$ cat config.mk
export PLATFORM = sky130hd
export DESIGN_NAME = pipe_decoder_n
export DESIGN_NICKNAME = d
export VERILOG_FILES = /design/src/rtl/decoder_pkg.sv /design/src/rtl/predec_n.sv /design/src/rtl/pipe_decoder_n.sv
export SDC_FILE = /design/constraint.sdc
export NUM_CORES = 1
export LEC_CHECK = 0
export CAP_MARGIN = 20
export CORE_MARGIN = 10
export CORE_UTILIZATION = 46
export CTS_CLUSTER_SIZE = 8
export DETAILED_ROUTE_END_ITERATION = 7
export PLACE_DENSITY = 0.76
export SKIP_CTS_REPAIR_TIMING = 1
export SLEW_MARGIN = 0
export SYNTH_ARGS = -nofsm -noshare
export SYNTH_HDL_FRONTEND = slang
export SYNTH_SLANG_ARGS = --single-unit
export TNS_END_PERCENT = 10
$ cat constraint.sdc
create_clock -name clk -period 1.3 [get_ports clk]
set_input_delay 0.195 -clock clk [delete_from_list [all_inputs] [get_ports clk]]
set_output_delay 0.195 -clock clk [all_outputs]
set_load 0.01 [all_outputs]
$ cat src/rtl/decoder_pkg.sv
// Shared types and helpers for the pipelined N-to-2^N one-hot decoder.
package decoder_pkg;

  // Largest predecode field is 7 bits (IN_W <= 8, HI_W >= 1), so 128 one-hot lines.
  localparam int unsigned PD_MAX_W  = 7;
  localparam int unsigned PD_MAX_N  = 1 << PD_MAX_W;
  localparam int unsigned SEL_MAX_N = 256;

  // Stage-1 predecode payload; fields are sized for the widest legal build
  // and zero-extended, so only the low 2**HI_W / 2**LO_W bits carry data.
  typedef struct packed {
    logic [PD_MAX_N-1:0] hi;
    logic [PD_MAX_N-1:0] lo;
    logic                en;
  } predec_t;

  // Width of the final select word for a given address width.
  function automatic int unsigned OUT_W(input int unsigned in_w);
    return 32'd1 << in_w;
  endfunction

  // Width of the lower predecode field.
  function automatic int unsigned LO_W(input int unsigned in_w, input int unsigned hi_w);
    return in_w - hi_w;
  endfunction

  // True when at most one bit of v is set.
  function automatic logic onehot0(input logic [SEL_MAX_N-1:0] v);
    return (v & (v - SEL_MAX_N'(1))) == '0;
  endfunction

endpackage

$ cat src/rtl/predec_n.sv
// Combinational W-to-2^W one-hot decoder with enable (all zeros when disabled).
module predec_n #(
  parameter int unsigned W = 2
) (
  input  logic [W-1:0]      addr_i,
  input  logic              en_i,
  output logic [(1<<W)-1:0] onehot_c
);

  // Single set bit at the addressed position, gated by the enable.
  always_comb begin
    onehot_c         = '0;
    onehot_c[addr_i] = en_i;
  end

endmodule

$ cat src/rtl/pipe_decoder_n.sv
// Two-stage pipelined N-to-2^N one-hot decoder with valid/ready flow control.
// Stage 1 predecodes the address into hi/lo one-hot fields, stage 2 ANDs them
// into the final select word. Optional one-hot self-check is enabled by
// defining PIPE_DECODER_ONEHOT_CHK_EN; otherwise err_flag is tied low.
module pipe_decoder_n
  import decoder_pkg::*;
#(
  parameter int unsigned IN_W = 5,
  parameter int unsigned HI_W = 2
) (
  input  logic                    clk,
  input  logic                    reset_n,
  input  logic                    in_valid,
  output logic                    in_ready,
  input  logic [IN_W-1:0]         in_addr,
  input  logic                    in_en,
  output logic                    out_valid,
  input  logic                    out_ready,
  output logic [(1<<IN_W)-1:0]    out_sel,
  output logic                    err_flag
);

  localparam int unsigned LW    = LO_W(IN_W, HI_W);
  localparam int unsigned SEL_W = OUT_W(IN_W);
  localparam int unsigned HI_N  = 1 << HI_W;
  localparam int unsigned LO_N  = 1 << LW;

  logic [HI_N-1:0]  hi_c;
  logic [LO_N-1:0]  lo_c;
  logic             s1_adv_c;
  logic             s2_adv_c;
  logic             v1_q;
  logic             v2_q;
  predec_t          s1_q;
  predec_t          s1_d;
  logic [SEL_W-1:0] sel_q;
  logic [SEL_W-1:0] sel_d;
  logic             unused_s1;

  // Upper field carries the enable so a disabled beat decodes to all zeros.
  predec_n #(.W(HI_W)) u_predec_hi (
    .addr_i   (in_addr[IN_W-1:LW]),
    .en_i     (in_en),
    .onehot_c (hi_c)
  );

  predec_n #(.W(LW)) u_predec_lo (
    .addr_i   (in_addr[LW-1:0]),
    .en_i     (1'b1),
    .onehot_c (lo_c)
  );

  // Flow control: a stage advances when it is empty or its successor advances.
  always_comb begin
    s2_adv_c = !v2_q || out_ready;
    s1_adv_c = !v1_q || s2_adv_c;
  end

  assign in_ready = s1_adv_c;

  // Stage-1 payload; empty beats load zeros.
  always_comb begin
    s1_d = '0;
    if (in_valid) begin
      s1_d.hi = PD_MAX_N'(hi_c);
      s1_d.lo = PD_MAX_N'(lo_c);
`ifdef PIPE_DECODER_ONEHOT_CHK_EN
      s1_d.en = in_en;
`endif
    end
  end

  // Stage-2 combine: out_sel[h*LO_N+l] = hi[h] & lo[l]; zero when stage 1 is empty.
  always_comb begin
    sel_d = '0;
    if (v1_q) begin
      for (int unsigned h = 0; h < HI_N; h++) begin
        for (int unsigned l = 0; l < LO_N; l++) begin
          sel_d[h*LO_N + l] = s1_q.hi[h] & s1_q.lo[l];
        end
      end
    end
  end

  // Stage-1 register.
  always_ff @(posedge clk or negedge reset_n) begin
    if (!reset_n) begin
      v1_q <= 1'b0;
      s1_q <= '0;
    end else if (s1_adv_c) begin
      v1_q <= in_valid;
      s1_q <= s1_d;
    end
  end

  // Stage-2 register.
  always_ff @(posedge clk or negedge reset_n) begin
    if (!reset_n) begin
      v2_q  <= 1'b0;
      sel_q <= '0;
    end else if (s2_adv_c) begin
      v2_q  <= v1_q;
      sel_q <= sel_d;
    end
  end

  assign out_valid = v2_q;
  assign out_sel   = sel_q;

  // Padding bits of the predecode struct (and en when the checker is absent) are not consumed.
  assign unused_s1 = ^{s1_q.hi, s1_q.lo, s1_q.en};

`ifdef PIPE_DECODER_ONEHOT_CHK_EN
  logic en2_q;
  logic chk_bad_c;
  logic err_q;

  // Enable travels alongside the stage-2 beat for the checker.
  always_ff @(posedge clk or negedge reset_n) begin
    if (!reset_n) begin
      en2_q <= 1'b0;
    end else if (s2_adv_c) begin
      en2_q <= v1_q & s1_q.en;
    end
  end

  // A valid beat must be exactly one-hot when enabled and all-zero when disabled.
  always_comb begin
    chk_bad_c = 1'b0;
    if (v2_q) begin
      if (en2_q) begin
        chk_bad_c = !onehot0(SEL_MAX_N'(sel_q)) || (sel_q == '0);
      end else begin
        chk_bad_c = (sel_q != '0);
      end
    end
  end

  // Sticky error flag, cleared only by reset.
  always_ff @(posedge clk or negedge reset_n) begin
    if (!reset_n) begin
      err_q <= 1'b0;
    end else begin
      err_q <= err_q | chk_bad_c;
    end
  end

  assign err_flag = err_q;
`else
  assign err_flag = 1'b0;
`endif

endmodule
==> results of run 1 <==
final cells by class:
cell class / instances / area (µm²) / area share, %
clock buffers: 6 / 82.58 / 2.792
clock inverters: 1 / 30.03 / 1.015
inverters: 2 / 15.01 / 0.5076
multi-input cells: 98 / 991.0 / 33.50
flip-flops and latches: 46 / 1151 / 38.92
well taps: 54 / 67.56 / 2.284
repair buffers: 52 / 620.6 / 20.98
worst register-to-register path, delay by kind of cell, from the launching register on:
| kind | cells | cell delay, ps |
|---|---|---|
| buffers and inverters | 2 | 330 |
| DFF | 1 | 400 |
| muxes | 1 | 320 |
| and+or+nand+nor | 1 | 100 |
cells in the final DEF (no fill, tap or decap):
cell type,n
nand2b_4,1
o31ai_2,1
clkdlybuf4s50_1,7
nand4_1,1
nand4b_1,8
mux2_4,35
bufinv_16,1
conb_1,1
dlygate4sd3_1,1
and4b_1,2
nand2b_1,5
buf_2,1
nand2_1,2
nor4bb_1,1
buf_4,3
clkbuf_8,6
buf_6,2
and3_1,32
o41ai_2,2
dfrtp_1,46
clkbuf_2,1
inv_1,1
inv_8,1
mux2i_1,1
buf_12,3
dlymetal6s2s_1,34
and3b_2,1
o31ai_1,5
metal layers:
layer  share of wire (%)  routed length (µm)  global-route usage, %  vias up
met5                   0                   0                      0        -
met4                 2.6                 134                  7.081        0
met3                 5.4                 274                  3.737       11
met2                  51                2564                  21.54       49
met1                  41                2103                  15.76      732
li1                    -                   -                      -      673
flip-flops by register name, summed over array words and instances, names as in the netlist:
register / count
out_valid: 1
out_sel: 32
v1_q: 1
s1_q: 12
cell families after synthesis:
logic type	Yosys count	share of synthesized area (%)
and+or+nand+nor	53	16.42
AOI/OAI and AO/OA	8	2.851
other	1	0.1709
DFF	46	52.45
muxes	36	23.89
buffers and inverters	13	4.219
metrics by stage:
stage          instances  power, µW
2_1_floorplan        157       1680
3_3_place_gp         251       1787
3_5_place_dp         251       1801
4_1_cts              258       2856
5_1_grt              259       2955
6_report             259       2852
power breakdown:
part | switching, µW | internal [µW] | leakage (µW) | total, µW
clock network | 454 | 615 | 0.0000573 | 1070
logic | 161 | 140 | 0.00141 | 301
registers | 31.4 | 1450 | 0.000633 | 1480
total | 646 | 2210 | 0.00210 | 2850
how the worst min path moves through the flow:
stage,start,endpoint,slack [ps],cells after the start
after floorplan,reset_n,out_sel[0],-100,0
after global placement,reset_n,out_sel[3],180,2
after detailed placement,reset_n,out_sel[6],190,2
after CTS,reset_n,out_sel[2],-130,2
after global routing,out_ready,s1_q[8],420,4
final,out_ready,s1_q[3],390,4
==> impl_results.html, run 1 <==
<table>
<tr><th>Metric</th><th>Value</th></tr>
<tr><th colspan="2">GRT</th></tr>
<tr><td>All-layer global routing usage</td><td>13.33%</td></tr>
<tr><td>GR Overflow Total</td><td>0</td></tr>
<tr><td>Via count of the first global-routing pass</td><td>1,533</td></tr>
<tr><td>Pin count of the biggest net entering global routing</td><td>47</td></tr>
<tr><td>Initial antenna violation count</td><td>0</td></tr>
<tr><td>Global-route wire length before repair</td><td>8114 µm</td></tr>
<tr><th colspan="2">Place</th></tr>
<tr><td>Placed cell areas</td><td>2710 µm²</td></tr>
<tr><td>Routability congestion estimate</td><td>0.8537</td></tr>
<tr><td>Estimated wirelength of the detail-placed design</td><td>3525 µm</td></tr>
<tr><td>Number of I/O port buffers</td><td>43</td></tr>
<tr><td>Placement-stage worst setup slack</td><td>-437.1 ps</td></tr>
<tr><th colspan="2">Critical path</th></tr>
<tr><td>End of the critical path</td><td>in_ready</td></tr>
<tr><td>Critical path's slowest cell</td><td>dfrtp_1</td></tr>
<tr><td>Source of the worst register-to-register timing path</td><td>out_valid</td></tr>
<tr><td>Data arrival time of the critical path</td><td>1120 ps</td></tr>
<tr><td>Worst-path maximum fanout</td><td>2</td></tr>
<tr><td>Crit. path cell count</td><td>3</td></tr>
<tr><td>Element type at the critical path end</td><td>output pin</td></tr>
<tr><td>Worst setup path start</td><td>out_valid</td></tr>
<tr><td>Buffers plus inverters on the worst setup path</td><td>2</td></tr>
<tr><td>Slowest stage delay, CP</td><td>400 ps</td></tr>
<tr><td>Largest delay share family, worst path</td><td>flip-flops</td></tr>
<tr><td>Required time of the critical path</td><td>1110 ps</td></tr>
<tr><td>FF-to-FF path depth</td><td>4</td></tr>
<tr><td>CP Cell Sequence</td><td>and3b_2 &gt; inv_8 &gt; clkbuf_2</td></tr>
<tr><td>Crit Reg-Reg Endpoint</td><td>out_sel[3]</td></tr>
<tr><td>Setup CP Type</td><td>flop to output pin</td></tr>
<tr><td>Kind of start point of the critical path</td><td>flop</td></tr>
<tr><td>Reg-to-reg slack, setup</td><td>40 ps</td></tr>
<tr><th colspan="2">Clock tree</th></tr>
<tr><td>Later-pin clock latency in the skew report</td><td>300 ps</td></tr>
<tr><td>Num Clock Sinks</td><td>46</td></tr>
<tr><td>CTS HTree Levels</td><td>2</td></tr>
<tr><td>Library cell used as clock root buffer</td><td>clkbuf_8</td></tr>
<tr><td>CTS clk-pin slew, worst paths</td><td>80 ps</td></tr>
<tr><td>CTS tree</td><td>done</td></tr>
<tr><td>CTS max path bufs</td><td>2</td></tr>
<tr><td>Number of buffers created by CTS</td><td>5</td></tr>
<tr><th colspan="2">Timing</th></tr>
<tr><td>Final Hold Violating Endpoints</td><td>0</td></tr>
<tr><td>Unrepaired setup endpoints after global routing</td><td>true</td></tr>
<tr><td>Max-slew violation count</td><td>0</td></tr>
<tr><td>Final setup TNS</td><td>-11.22 ps</td></tr>
<tr><td>Post-route fraction of the period consumed by the critical path</td><td>100.9%</td></tr>
<tr><td>Worst-case clock skew</td><td>6.412 ps</td></tr>
<tr><td>Final Worst Setup Slack</td><td>-11.22 ps</td></tr>
<tr><td>Final setup violation count</td><td>1</td></tr>
<tr><td>Worst slack on hold paths</td><td>390.3 ps</td></tr>
<tr><td>Maximum clock frequency</td><td>762.6 MHz</td></tr>
<tr><td>Final worst path period need</td><td>1311 ps</td></tr>
<tr><th colspan="2">Detailed routing</th></tr>
<tr><td>Post-route DRC violation count</td><td>0</td></tr>
<tr><td>Drt first-iter violations</td><td>85</td></tr>
<tr><td>Remaining antenna violation count</td><td>0</td></tr>
<tr><td>Routed via count divided by cell count</td><td>5.656</td></tr>
<tr><td>Total vias in the final route</td><td>1,465</td></tr>
<tr><td>Routed len/inst</td><td>19.60 µm</td></tr>
<tr><td>Number of search-and-repair iterations in the first detailed-routing pass</td><td>4</td></tr>
<tr><td>Total wirelength of the detailed-routed design</td><td>5077 µm</td></tr>
<tr><th colspan="2">Floorplan</th></tr>
<tr><td>Initial cell density of the core</td><td>47.09%</td></tr>
<tr><td>Core region area</td><td>4661 µm²</td></tr>
<tr><td>Width of the die</td><td>89.07 µm</td></tr>
<tr><td>Die Height</td><td>89.07 µm</td></tr>
<tr><td>Row count</td><td>25</td></tr>
<tr><td>Total Die Area</td><td>7933 µm²</td></tr>
<tr><td>Number of placed I/O pins</td><td>45</td></tr>
<tr><th colspan="2">Outcome</th></tr>
<tr><td>Failing checks</td><td>setup timing</td></tr>
<tr><td>Status</td><td>finished, violations left</td></tr>
<tr><th colspan="2">Power</th></tr>
<tr><td>Reported leakage power</td><td>0.002097 µW</td></tr>
<tr><td>Pwr per Cell Area</td><td>964.3 nW/µm²</td></tr>
<tr><td>IR drop worst, VDD</td><td>0.0005899 V</td></tr>
<tr><th colspan="2">Logic synthesis</th></tr>
<tr><td>Avg Cell Area, Syn</td><td>13.98 µm²</td></tr>
<tr><td>Unique masters post-synth</td><td>20</td></tr>
<tr><td>Top flip-flop cell by instance count after synthesis</td><td>dfrtp_1</td></tr>
<tr><td>Net count of the mapped netlist</td><td>167</td></tr>
<tr><td>Most frequent cell after synthesis</td><td>dfrtp_1</td></tr>
<tr><td>Cell area after synthesis</td><td>2195 µm²</td></tr>
<tr><td>Gate count of the mapped netlist</td><td>157</td></tr>
<tr><td>Syn. warnings</td><td>0</td></tr>
<tr><td>Sequential element share of the synthesized area</td><td>52.45%</td></tr>
<tr><td>Top post-synthesis cells by count</td><td>dfrtp_1 (46), and3_1 (32), mux2_4 (32)</td></tr>
<tr><td>Synth area leader</td><td>dfrtp_1</td></tr>
<tr><td>FF+latch count, synth</td><td>46</td></tr>
<tr><td>Leading cell types by total area after synthesis</td><td>dfrtp_1 (52%), mux2_4 (22%), and3_1 (9.1%)</td></tr>
<tr><td>Number of enable-type register cells in the synthesized netlist</td><td>0</td></tr>
<tr><td>Area fraction of the dominant cell type after synthesis</td><td>52.45%</td></tr>
<tr><td>Post-synthesis async set-or-reset flop share</td><td>100.0%</td></tr>
<tr><th colspan="2">Cells and area</th></tr>
<tr><td>Net count, final</td><td>215</td></tr>
<tr><td>Post-layout utilization of the core</td><td>63.46%</td></tr>
<tr><td>Number of fill cells in the layout</td><td>320</td></tr>
<tr><td>Share of cells above drive strength 1</td><td>28.29%</td></tr>
<tr><td>Layout Area Growth over Synthesis</td><td>34.78%</td></tr>
<tr><td>Final design instance area without fill</td><td>2958 µm²</td></tr>
<tr><td>Number of diodes</td><td>0</td></tr>
<tr><th colspan="2">Flow run</th></tr>
<tr><td>Max cap viols</td><td>0</td></tr>
<tr><th colspan="2">Min path</th></tr>
<tr><td>Class of the worst hold path</td><td>primary input to flop</td></tr>
</table>
(Power assumes the default switching activity.)
==> inputs of run 2 (changes only) <==
--- a/config.mk
+++ b/config.mk
@@ -7,4 +7,5 @@
 export LEC_CHECK = 0
 export CAP_MARGIN = 20
+export CORE_ASPECT_RATIO = 1.2
 export CORE_MARGIN = 10
 export CORE_UTILIZATION = 46
==> constraint.sdc (replaced) <==
create_clock -name clk -period 1.3 [get_ports clk]
set_input_delay 0.325 -clock clk [delete_from_list [all_inputs] [get_ports clk]]
set_output_delay 0.325 -clock clk [all_outputs]
set_load 0.01 [all_outputs]
==> run 2 against run 1 <==
Compared with the run above: the run still ends with setup timing left; power is 8.1% higher; wire length increased by 0.97%; via count grew 0.48%; critical path type unchanged; critical path depth unchanged; final cell count up 2.7%; worst hold slack better by 120 ps.
==> impl_results.html, run 2 (synthesis gave the netlist of run 1 again) <==
<table>
<tr><th>Metric</th><th>Value</th></tr>
<tr><th colspan="2">Critical path</th></tr>
<tr><td>Buffers plus inverters on the worst setup path</td><td>2 (unchanged)</td></tr>
<tr><td>Element type at the critical path end</td><td>output pin (unchanged)</td></tr>
<tr><td>Data arrival time of the critical path</td><td>1120 ps (about the same)</td></tr>
<tr><td>Critical path's slowest cell</td><td>dfrtp_1 (unchanged)</td></tr>
<tr><td>CP Cell Sequence</td><td>and3b_2 &gt; inv_8 &gt; clkbuf_2 (unchanged)</td></tr>
<tr><td>Required time of the critical path</td><td>980 ps (was 1110 ps)</td></tr>
<tr><td>Largest delay share family, worst path</td><td>flip-flops (unchanged)</td></tr>
<tr><td>Worst-path maximum fanout</td><td>2 (unchanged)</td></tr>
<tr><td>Kind of start point of the critical path</td><td>flop (unchanged)</td></tr>
<tr><td>Setup CP Type</td><td>flop to output pin (unchanged)</td></tr>
<tr><td>Slowest stage delay, CP</td><td>390 ps (was 400 ps)</td></tr>
<tr><th colspan="2">Floorplan</th></tr>
<tr><td>Initial cell density of the core</td><td>47.77% (was 47.09%)</td></tr>
<tr><td>Total Die Area</td><td>7945 µm² (was 7933 µm²)</td></tr>
<tr><td>Width of the die</td><td>83.06 µm (was 89.07 µm)</td></tr>
<tr><td>Number of placed I/O pins</td><td>45 (unchanged)</td></tr>
<tr><td>Die Height</td><td>95.67 µm (was 89.07 µm)</td></tr>
<tr><td>Core region area</td><td>4594 µm² (was 4661 µm²)</td></tr>
<tr><td>Row count</td><td>27 (was 25)</td></tr>
<tr><th colspan="2">GRT</th></tr>
<tr><td>Initial antenna violation count</td><td>0 (unchanged)</td></tr>
<tr><td>Via count of the first global-routing pass</td><td>1,514 (was 1,533)</td></tr>
<tr><td>All-layer global routing usage</td><td>12.89% (was 13.33%)</td></tr>
<tr><td>GR Overflow Total</td><td>0 (unchanged)</td></tr>
<tr><td>Global-route wire length before repair</td><td>8307 µm (was 8114 µm)</td></tr>
<tr><td>Pin count of the biggest net entering global routing</td><td>47 (unchanged)</td></tr>
<tr><th colspan="2">Cells and area</th></tr>
<tr><td>Net count, final</td><td>217 (was 215)</td></tr>
<tr><td>Layout Area Growth over Synthesis</td><td>35.97% (was 34.78%)</td></tr>
<tr><td>Most used cells in the layout excluding fill and tap cells</td><td>dfrtp_1 (46), mux2_4 (35), dlymetal6s2s_1 (33), and3_1 (32), nand4b_1 (8) (was dfrtp_1 (46), mux2_4 (35), dlymetal6s2s_1 (34), and3_1 (32), nand4b_1 (8))</td></tr>
<tr><td>Final design instance area without fill</td><td>2984 µm² (was 2958 µm²)</td></tr>
<tr><td>Number of fill cells in the layout</td><td>322 (was 320)</td></tr>
<tr><td>Number of flip-flops under the largest register name</td><td>32 (unchanged)</td></tr>
<tr><td>Share of cells above drive strength 1</td><td>28.85% (was 28.29%)</td></tr>
<tr><td>Number of diodes</td><td>0 (unchanged)</td></tr>
<tr><td>Most common library cell in the layout ignoring fill and taps</td><td>dfrtp_1 (unchanged)</td></tr>
<tr><th colspan="2">Detailed routing</th></tr>
<tr><td>Routed via count divided by cell count</td><td>5.534 (was 5.656)</td></tr>
<tr><td>Drt first-iter violations</td><td>117 (was 85)</td></tr>
<tr><td>Number of search-and-repair iterations in the first detailed-routing pass</td><td>4 (unchanged)</td></tr>
<tr><td>Remaining antenna violation count</td><td>0 (unchanged)</td></tr>
<tr><td>Post-route DRC violation count</td><td>0 (unchanged)</td></tr>
<tr><td>Routed len/inst</td><td>19.27 µm (was 19.60 µm)</td></tr>
<tr><td>Total wirelength of the detailed-routed design</td><td>5126 µm (was 5077 µm)</td></tr>
<tr><td>Total vias in the final route</td><td>1,472 (was 1,465)</td></tr>
<tr><th colspan="2">Place</th></tr>
<tr><td>Number of I/O port buffers</td><td>43 (unchanged)</td></tr>
<tr><td>Routability congestion estimate</td><td>0.7390 (was 0.8537)</td></tr>
<tr><td>Placed cell areas</td><td>2715 µm² (was 2710 µm²)</td></tr>
<tr><td>Estimated wirelength of the detail-placed design</td><td>3579 µm (was 3525 µm)</td></tr>
<tr><th colspan="2">Clock tree</th></tr>
<tr><td>CTS max path bufs</td><td>2 (unchanged)</td></tr>
<tr><td>CTS HTree Levels</td><td>2 (unchanged)</td></tr>
<tr><td>Later-pin clock latency in the skew report</td><td>300 ps (about the same)</td></tr>
<tr><td>CTS clk-pin slew, worst paths</td><td>80 ps (about the same)</td></tr>
<tr><td>Library cell used as clock root buffer</td><td>clkbuf_8 (unchanged)</td></tr>
<tr><td>Number of buffers created by CTS</td><td>5 (unchanged)</td></tr>
<tr><td>Num Clock Sinks</td><td>46 (unchanged)</td></tr>
<tr><td>CTS tree</td><td>done (unchanged)</td></tr>
<tr><th colspan="2">Timing</th></tr>
<tr><td>Final Hold Violating Endpoints</td><td>0 (unchanged)</td></tr>
<tr><td>Max-slew violation count</td><td>0 (unchanged)</td></tr>
<tr><td>Worst-case clock skew</td><td>3.124 ps (was 6.412 ps)</td></tr>
<tr><td>Maximum clock frequency</td><td>693.8 MHz (was 762.6 MHz)</td></tr>
<tr><td>Final Worst Setup Slack</td><td>-141.3 ps (was -11.22 ps)</td></tr>
<tr><td>Final setup violation count</td><td>1 (unchanged)</td></tr>
<tr><td>Unrepaired setup endpoints after global routing</td><td>true (unchanged)</td></tr>
<tr><td>Final worst path period need</td><td>1441 ps (was 1311 ps)</td></tr>
<tr><td>Worst slack on hold paths</td><td>513.4 ps (was 390.3 ps)</td></tr>
<tr><td>Post-route fraction of the period consumed by the critical path</td><td>110.9% (was 100.9%)</td></tr>
<tr><th colspan="2">Power</th></tr>
<tr><td>Reported leakage power</td><td>0.002106 µW (was 0.002097 µW)</td></tr>
<tr><td>Pwr per Cell Area</td><td>1033 nW/µm² (was 964.3 nW/µm²)</td></tr>
<tr><td>Final Power</td><td>3083 µW (was 2852 µW)</td></tr>
<tr><td>IR drop worst, VDD</td><td>0.0007311 V (was 0.0005899 V)</td></tr>
<tr><th colspan="2">Flow run</th></tr>
<tr><td>Max cap viols</td><td>0 (unchanged)</td></tr>
<tr><th colspan="2">Outcome</th></tr>
<tr><td>Failing checks</td><td>setup timing (unchanged)</td></tr>
<tr><td>Status</td><td>finished, violations left (unchanged)</td></tr>
<tr><th colspan="2">Min path</th></tr>
<tr><td>Class of the worst hold path</td><td>flop to flop (was primary input to flop)</td></tr>
</table>
==> run 2: changes by cell type in the layout (fill, tap and decap cells not counted) <==
cell,delta
dlymetal6s2s_1,-1
buf_4,+3
o31ai_1,+1
bufinv_16,+1
buf_6,-1
o41ai_1,+1
o41ai_2,-1
clkbuf_2,+1
o31ai_2,-1
==> run 2: worst paths after layout <==
kind | end | slack (ps) | startpoint | cells past startpoint
max | in_ready | -140 | v1_q | 3
min | out_sel[19] | 510 | out_sel[19] | 1
max reg2reg | out_sel[4] | 50 | out_valid | 4
min reg2reg | out_sel[19] | 510 | out_sel[19] | 1
max in group asynchronous | s1_q[132] | 560 | reset_n | 3
min in group asynchronous | out_sel[3] | 530 | reset_n | 3
==> run 2: report_power, final <==
group,switching [µW],internal [µW]
clock,477,819
sequential,30.4,1450
combinational,162,142
total,670,2410
==> run 2: metal layers <==
layer / vias up / share of wire (%) / GRT usage, %
met4: 0 / 1.8 / 5.540
met1: 738 / 43 / 14.60
li1: 676 / - / -
met3: 7 / 3.8 / 3.754
met2: 51 / 52 / 22.29
met5: - / 0 / 0
==> run 2: layout make-up <==
| type | count | area, µm² | share of cell area, % |
|---|---|---|---|
| multi-input combinational | 98 | 978.4 | 32.79 |
| timing repair buffer | 54 | 624.3 | 20.92 |
| clock buffer | 6 | 82.58 | 2.767 |
| sequential | 46 | 1151 | 38.57 |
| inverter | 2 | 15.01 | 0.5031 |
| clock inverter | 2 | 60.06 | 2.013 |
| tap | 58 | 72.57 | 2.432 |
==> run 2: stage by stage <==
stage               util (%)  TNS (ps)  worst slack [ps]  cells
global placement       59.10    -19150            -698.3    255
detailed placement     59.10    -20580            -696.5    255
floorplan                  -    -512.1            -22.64    157
CTS                    62.20    -15290            -720.3    263
global route           64.95    -216.6            -192.1    266
finish                 64.95    -141.3            -141.3    266
